<file path="src/rtl/regfile_write_arbiter.sv">
// Two-writer front end for the single register-file write port: per-writer FIFOs
// drained round-robin into a registered write strobe, plus a pending-write mask.

module regfile_write_arbiter_fifo #(
  parameter int DEPTH = 2
) (
  input  logic        clk,
  input  logic        reset,
  input  logic        push_i,
  input  logic        pop_i,
  input  logic [3:0]  addr_i,
  input  logic [15:0] data_i,
  output logic        ready_o,
  output logic        nempty_o,
  output logic [3:0]  head_addr_o,
  output logic [15:0] head_data_o,
  output logic [15:0] pend_o
);
  localparam int PW = (DEPTH > 1) ? $clog2(DEPTH) : 1;
  localparam int CW = $clog2(DEPTH + 1);

  logic [DEPTH-1:0][3:0]  addr_q;
  logic [DEPTH-1:0][15:0] data_q;
  logic [PW-1:0]          wr_ptr_q, rd_ptr_q;
  logic [CW-1:0]          cnt_q, cnt_d;
  logic                   do_push;

  // No pass-through: a full FIFO refuses even when it pops on the same edge.
  assign ready_o     = (cnt_q != CW'(DEPTH));
  assign nempty_o    = (cnt_q != '0);
  assign do_push     = push_i && ready_o;
  assign head_addr_o = addr_q[rd_ptr_q];
  assign head_data_o = data_q[rd_ptr_q];

  always_comb begin
    cnt_d = cnt_q;
    case ({do_push, pop_i})
      2'b10:   cnt_d = cnt_q + CW'(1);
      2'b01:   cnt_d = cnt_q - CW'(1);
      default: cnt_d = cnt_q;
    endcase
  end

  always_ff @(posedge clk or negedge reset) begin
    if (!reset) begin
      wr_ptr_q <= '0;
      rd_ptr_q <= '0;
      cnt_q    <= '0;
    end else begin
      if (do_push) wr_ptr_q <= wr_ptr_q + PW'(1);
      if (pop_i)   rd_ptr_q <= rd_ptr_q + PW'(1);
      cnt_q <= cnt_d;
    end
  end

  always_ff @(posedge clk) begin
    if (do_push) begin
      addr_q[wr_ptr_q] <= addr_i;
      data_q[wr_ptr_q] <= data_i;
    end
  end

  // A slot is live when its distance from the read pointer is below the count.
  always_comb begin
    pend_o = '0;
    for (int i = 0; i < DEPTH; i++) begin
      if (CW'(PW'(i) - rd_ptr_q) < cnt_q) pend_o[addr_q[i]] = 1'b1;
    end
  end
endmodule

module regfile_write_arbiter #(
  parameter int FIFO_DEPTH = 2,
  parameter int DROP_R0    = 0
) (
  input  logic        clk,
  input  logic        reset,
  input  logic        a_valid,
  output logic        a_ready,
  input  logic [3:0]  a_addr,
  input  logic [15:0] a_data,
  input  logic        b_valid,
  output logic        b_ready,
  input  logic [3:0]  b_addr,
  input  logic [15:0] b_data,
  input  logic        hold,
  output logic        wr_en,
  output logic [3:0]  wr_addr,
  output logic [15:0] wr_data,
  output logic        wr_src,
  output logic [15:0] pending
);
  localparam int NCH = 2;

  logic [NCH-1:0]        in_vld, ch_rdy, ch_ne, ch_pop;
  logic [NCH-1:0][3:0]   in_addr, hd_addr;
  logic [NCH-1:0][15:0]  in_data, hd_data, ch_pend;

  logic        gnt_a, gnt_b, gnt_any, gnt_sel, drop;
  logic        wr_en_q, wr_en_d, wr_src_q, wr_src_d, last_q, last_d;
  logic [3:0]  wr_addr_q, wr_addr_d;
  logic [15:0] wr_data_q, wr_data_d;

  assign in_vld  = {b_valid, a_valid};
  assign in_addr = {b_addr, a_addr};
  assign in_data = {b_data, a_data};

  for (genvar g = 0; g < NCH; g++) begin : g_ch
    regfile_write_arbiter_fifo #(.DEPTH(FIFO_DEPTH)) u_fifo (
      .clk         (clk),
      .reset       (reset),
      .push_i      (in_vld[g]),
      .pop_i       (ch_pop[g]),
      .addr_i      (in_addr[g]),
      .data_i      (in_data[g]),
      .ready_o     (ch_rdy[g]),
      .nempty_o    (ch_ne[g]),
      .head_addr_o (hd_addr[g]),
      .head_data_o (hd_data[g]),
      .pend_o      (ch_pend[g])
    );
  end

  assign a_ready = ch_rdy[0];
  assign b_ready = ch_rdy[1];

  // last_q: 0 = A granted last, 1 = B granted last.
  assign gnt_a   = !hold && ch_ne[0] && (!ch_ne[1] ||  last_q);
  assign gnt_b   = !hold && ch_ne[1] && (!ch_ne[0] || !last_q);
  assign gnt_any = gnt_a | gnt_b;
  assign gnt_sel = gnt_b;
  assign ch_pop  = {gnt_b, gnt_a};
  assign drop    = (DROP_R0 != 0) && (hd_addr[gnt_sel] == 4'd0);

  always_comb begin
    wr_en_d   = 1'b0;
    wr_addr_d = wr_addr_q;
    wr_data_d = wr_data_q;
    wr_src_d  = wr_src_q;
    last_d    = last_q;
    if (gnt_any) begin
      wr_src_d = gnt_sel;
      last_d   = gnt_sel;
      if (!drop) begin
        wr_en_d   = 1'b1;
        wr_addr_d = hd_addr[gnt_sel];
        wr_data_d = hd_data[gnt_sel];
      end
    end
  end

  always_ff @(posedge clk or negedge reset) begin
    if (!reset) begin
      wr_en_q   <= 1'b0;
      wr_addr_q <= '0;
      wr_data_q <= '0;
      wr_src_q  <= 1'b0;
      last_q    <= 1'b1;
    end else begin
      wr_en_q   <= wr_en_d;
      wr_addr_q <= wr_addr_d;
      wr_data_q <= wr_data_d;
      wr_src_q  <= wr_src_d;
      last_q    <= last_d;
    end
  end

  assign wr_en   = wr_en_q;
  assign wr_addr = wr_addr_q;
  assign wr_data = wr_data_q;
  assign wr_src  = wr_src_q;

  always_comb begin
    pending = ch_pend[0] | ch_pend[1];
    if (wr_en_q) pending[wr_addr_q] = 1'b1;
    if (DROP_R0 != 0) pending[0] = 1'b0;
  end
endmodule

</file>
<file path="config.mk">
export PLATFORM = sky130hd
export DESIGN_NAME = regfile_write_arbiter
export DESIGN_NICKNAME = d
export VERILOG_FILES = /design/src/rtl/regfile_write_arbiter.sv
export SDC_FILE = /design/constraint.sdc
export NUM_CORES = 1
export LEC_CHECK = 0
export ABC_AREA = 1
export CELL_PAD_IN_SITES_DETAIL_PLACEMENT = 1
export CELL_PAD_IN_SITES_GLOBAL_PLACEMENT = 1
export CORE_MARGIN = 2
export CORE_UTILIZATION = 44
export DETAILED_ROUTE_END_ITERATION = 10
export PLACE_DENSITY_LB_ADDON = 0.1
export RECOVER_POWER = 25
export SLEW_MARGIN = 10
export SYNTH_ARGS = -nofsm -noshare
export SYNTH_HDL_FRONTEND = slang
export SYNTH_HIERARCHICAL = 1
export SYNTH_SLANG_ARGS = --single-unit
</file>
<file path="constraint.sdc">
create_clock -name clk -period 4.8 [get_ports clk]
set_input_delay 1.44 -clock clk [delete_from_list [all_inputs] [get_ports clk]]
set_output_delay 1.44 -clock clk [all_outputs]
set_load 0.01 [all_outputs]
</file>
* Word-level counts from Yosys, hierarchy flattened
Index checks and enable logic that the tools add are counted.
** Word-level totals
- Register bits after elaboration :: 111
- Bits of input ports :: 45
- Output and inout port bits :: 40
** Operators by class
- Add/subtract/negate cells :: 12
- Magnitude comparators :: 21
- Equality and inequality tests :: 6
- Muxes and demuxes :: 42
- Bitwise logic cells :: 5
- Reductions and logical operators :: 23
** Operators with widths (count)
- two-way mux 16 bit :: 13
- bitwise mux 32 bit :: 2
- bitwise OR 16 bit :: 4
- demux 16 bit (select 1 bit) :: 2
- two-way mux 4 bit :: 8
- < comparator 4 x 5 -> 1 bit (second input constant) :: 5
- demux 1 bit (select 4 bit) :: 5
- >= comparator 4 x 1 -> 1 bit (second input constant) :: 5
- bitwise mux 8 bit :: 2
- logical AND 1 bit :: 13
- < comparator 1 x 2 -> 1 bit (second input constant) :: 5
- demux 4 bit (select 1 bit) :: 2
- < comparator 2 bit :: 4
- one-hot mux 2 bit (2 select lines) :: 2
- nonzero test 2 bit :: 4
- subtractor 1 x 1 -> 2 bit (first input constant) :: 4
- two-way mux 1 bit :: 6
- adder 1 bit (second input constant) :: 4
- adder 2 x 1 -> 2 bit (second input constant) :: 2
- equality test 2 x 1 -> 1 bit (second input constant) :: 2
- equality test 2 bit (second input constant) :: 2
- zero test 1 bit :: 4
- inequality test 2 bit (second input constant) :: 2
- subtractor 2 x 1 -> 2 bit (second input constant) :: 2
- 3 further kinds :: 5

* Logic depth before layout (Yosys ltp)
- Word-level depth :: 10
- Depth in mapped cells :: 12
- Gate-level depth less buffers :: 11

* Modules after synthesis
The synthesis kept the hierarchy.
** By module, submodules not included
- regfile_write_arbiter_fifo :: instances 2, cells an instance 226, area each 2150.8 µm²
- regfile_write_arbiter :: instances 1, cells an instance 250, area each 1525.2 µm²

* Worst setup path before layout
Ideal clock, no wire load.
- Path kind :: input-to-reg
- Start :: input a_valid
- End :: register g_ch[0].u_fifo/addr_q[4] (netlist bit) (enable)
- Library setup time :: 0.397 ns
- Arrival :: 2.386 ns
- Required time :: 4.403 ns
- Path slack :: 2.018 ns
- Stages on the path :: 2
- Buffers on the path :: 0
- Path through :: nand2_1 -> nor2_1
** Between the ends
- Longest elaborated chain between the ends :: 1
** RTL lines
- start, declared :: line 78 : input logic a_valid,
- logical AND 1 bit :: line 31 : assign do_push = push_i && ready_o;
- end signal, assigned by index :: line 58 : addr_q[wr_ptr_q] <= addr_i;
- end, declared :: line 22 : logic [DEPTH-1:0][3:0] addr_q;
Every way passes these cells.
A chain may end at the register's enable or synchronous reset.

==> run metrics <==
status finished clean; Filler cells 1562; met2 Use GR 45.83%; Setup crit start g_ch[0].u_fifo/rd_ptr_q; crit path time final 4.084 ns; Power, Total 4.333 mW; # diodes 0; Worst R2R Start g_ch[0].u_fifo/cnt_q[1]; Die Ht 119.1 um; met3 usage in global routing under 10%; global-route wire length before repair 26.58 mm; relative slew slack 17.69%; Post-CTS Setup Bufs 0; Worst-path clk slew 0.07 ns; worst-skew pair later-pin latency between 0.3 and 0.4 ns; DR vias/cell 5.166; global placer's final weighted congestion 0.9056; drt first pass iters 5; post-synth top area cell edfxtp_1; final slew viol count 0; Comb pwr share a little under half; Cell Int Power around 2.5 mW; Final Non-Filler Cells 959; DR DRC count 0; CP max FO 19; top cells by area, synth edfxtp_1 (41%), nand2_1 (17%), dfrtp_1 (13%); Synth warnings 6; core area 13090 um2; H-tree Lvls 3; Reg power frac 36.3%; hold wc startpoint wr_data[13]; Post-Synthesis Cells 702; clock tree buffer depth 2; Synth Cell Area 5827 um2; cell count after placement between 900 and 1k; final setup vio count 0; Die W 119.1 um; fmax roughly 240 MHz; Max VDD drop about 320 uV; most numerous cell in the Yosys netlist nand2_1; Post-synth EDFFs 80; busiest grt layer met2; Seq cells post-synth 111; crit start category flip-flop; PortBufs 84; RSZ-0062 raised after global routing no; GRT Total Usage around 24%; worst hold path type reg2reg; switch share 43.29%; clock share of power between 10% and 20%; DPL Wire Length 12.40 mm; Worst Path Arrival 2.64 ns; fraction of registers with async set/reset 27.93%; max_cap viols 0; Final period util between 80% and 90%; Root Driver clkbuf_16; vias in the first global route 5277; DR vias between 4k and 5k; sequential share of the synthesized area 54.56%; post-cts hold buffer count 0; CTS buffer count 9; Pwr Density 614.8 nW/um2; Initial DRC Count roughly 330; setup TNS 0 ns; initial antenna violation count 0; Leak 3.327 nW; post-synth cell types 24; post_cts resized 0; Synth top area share just over 40%; Mapped Nets 751; largest net degree at the start of global routing 32; TritonCTS clock tree built; Fin Hold WS 0.4854 ns; Initial Util 44.53%; fin nets 827; Synth Area per Inst 8.300 um2; Final Util about 54%; antenna-violating nets left 0; synthesis-to-finish area growth 20.96%; Overflow after GRT 0; I/O pin count 85; met1 usage 27.66%; CP Data Required Time 3.36 ns; Synth Flop Type edfxtp_1; Routed WL 16.52 mm; Psw 1.876 mW; clk sinks 111; kind of critical path reg2out; Crit. End Element output port; die area ~14000 um2; Max Clock Skew roughly 0.011 ns; Row Count 42; layout cell share with drive strength beyond 1 5.875%; Slew @ Worst Pin between 1 and 1.5 ns; WL/cell 17.22 um; commonest cells in the netlist nand2_1 (261), nand3_1 (110), inv_1 (82); Final Hold Vio Count 0
[state kept, by name (all words and copies together) (netlist names)]
name / flops
g_ch.u_fifo/data_q: 64
g_ch.u_fifo/addr_q: 16
wr_data: 16
g_ch.u_fifo/cnt_q: 4
wr_addr: 4
g_ch.u_fifo/rd_ptr_q: 2
g_ch.u_fifo/wr_ptr_q: 2
last_q: 1
wr_en: 1
wr_src: 1
[critical path, cell delays in order, from the launching register on]
cell,delay (ns)
dfrtp_1,0.61
ha_1,0.32
inv_1,0.42
nand3_2,0.14
nand2_1,0.13
nor2_1,0.05
nand2_1,0.06
clkdlybuf4s50_1,0.54
[placed cells by master (no fill, tap or decap), types with 6 or more instances in the layout]
cell | Yosys | final
edfxtp_1 | 80 | 80
clkdlybuf4s50_1 | 0 | 50
dfrtp_1 | 30 | 30
nand3_1 | 110 | 110
clkbuf_16 | 0 | 9
inv_1 | 82 | 82
nor2_1 | 69 | 69
nand3_2 | 11 | 11
buf_4 | 2 | 6
o21ai_0 | 9 | 9
nand2_1 | 261 | 261
dlygate4sd3_1 | 0 | 34
[worst paths after layout]
kind	end	depth (start not counted)	slack, ns
hold reg to reg	wr_data[13]	2	0.49
setup reg to reg	g_ch[1].u_fifo/cnt_q[1]	10	1.97
setup / recovery	pending[5]	7	0.72
max in group asynchronous	last_q	2	2.96
hold / removal	wr_data[13]	2	0.49
min in group asynchronous	wr_src	2	1.50
[area by class of cell]
type / instances / area, um2 / share of cell area (%)
Clock inverter: 6 / 70.07 / 0.9941
Multi-Input combinational cell: 480 / 2126 / 30.16
Timing Repair Buffer: 90 / 885.9 / 12.57
Inverter: 86 / 337.8 / 4.793
Sequential cell: 111 / 3179 / 45.11
Tap cell: 176 / 220.2 / 3.124
Clock buffer: 10 / 229.0 / 3.249
[metal layers]
layer / vias to the layer above / routed length [um] / share of wire (%)
met5: - / 0 / 0
met4: 0 / 307 / 1.9
met3: 17 / 534 / 3.2
met2: 94 / 9047 / 55
met1: 2458 / 6629 / 40
li1: 2385 / - / -
[logic make-up (layout without fill, tap and decap cells)]
kind of cell	after synthesis	count (layout)	synth area share [%]
DFF	111	111	54.56
xor gates and xnor gates	4	4	0.6014
buffers and inverters	111	192	8.954
AOI/OAI and AO/OA	11	11	1.009
adders and majority gates	4	4	0.8590
and+or+nand+nor	461	461	34.01
[power groups by stage]
stage | clock [mW] | sequential (mW) | combinational [mW]
2_1_floorplan | 0 | 1.53 | 1.36
3_3_place_gp | 0 | 1.57 | 1.92
3_5_place_dp | 0 | 1.58 | 2.02
4_1_cts | 0.772 | 1.57 | 2.03
5_1_grt | 0.808 | 1.60 | 2.23
6_report | 0.762 | 1.57 | 2.00
[metrics by stage]
step                setup slack [ns]  instance area, um2
global route                  0.5491                7048
CTS                           0.7152                7048
floorplan                      2.018                5827
detailed placement             1.087                6749
finish                        0.7161                7048
global placement               1.121                6749
(Power assumes the default switching activity.)
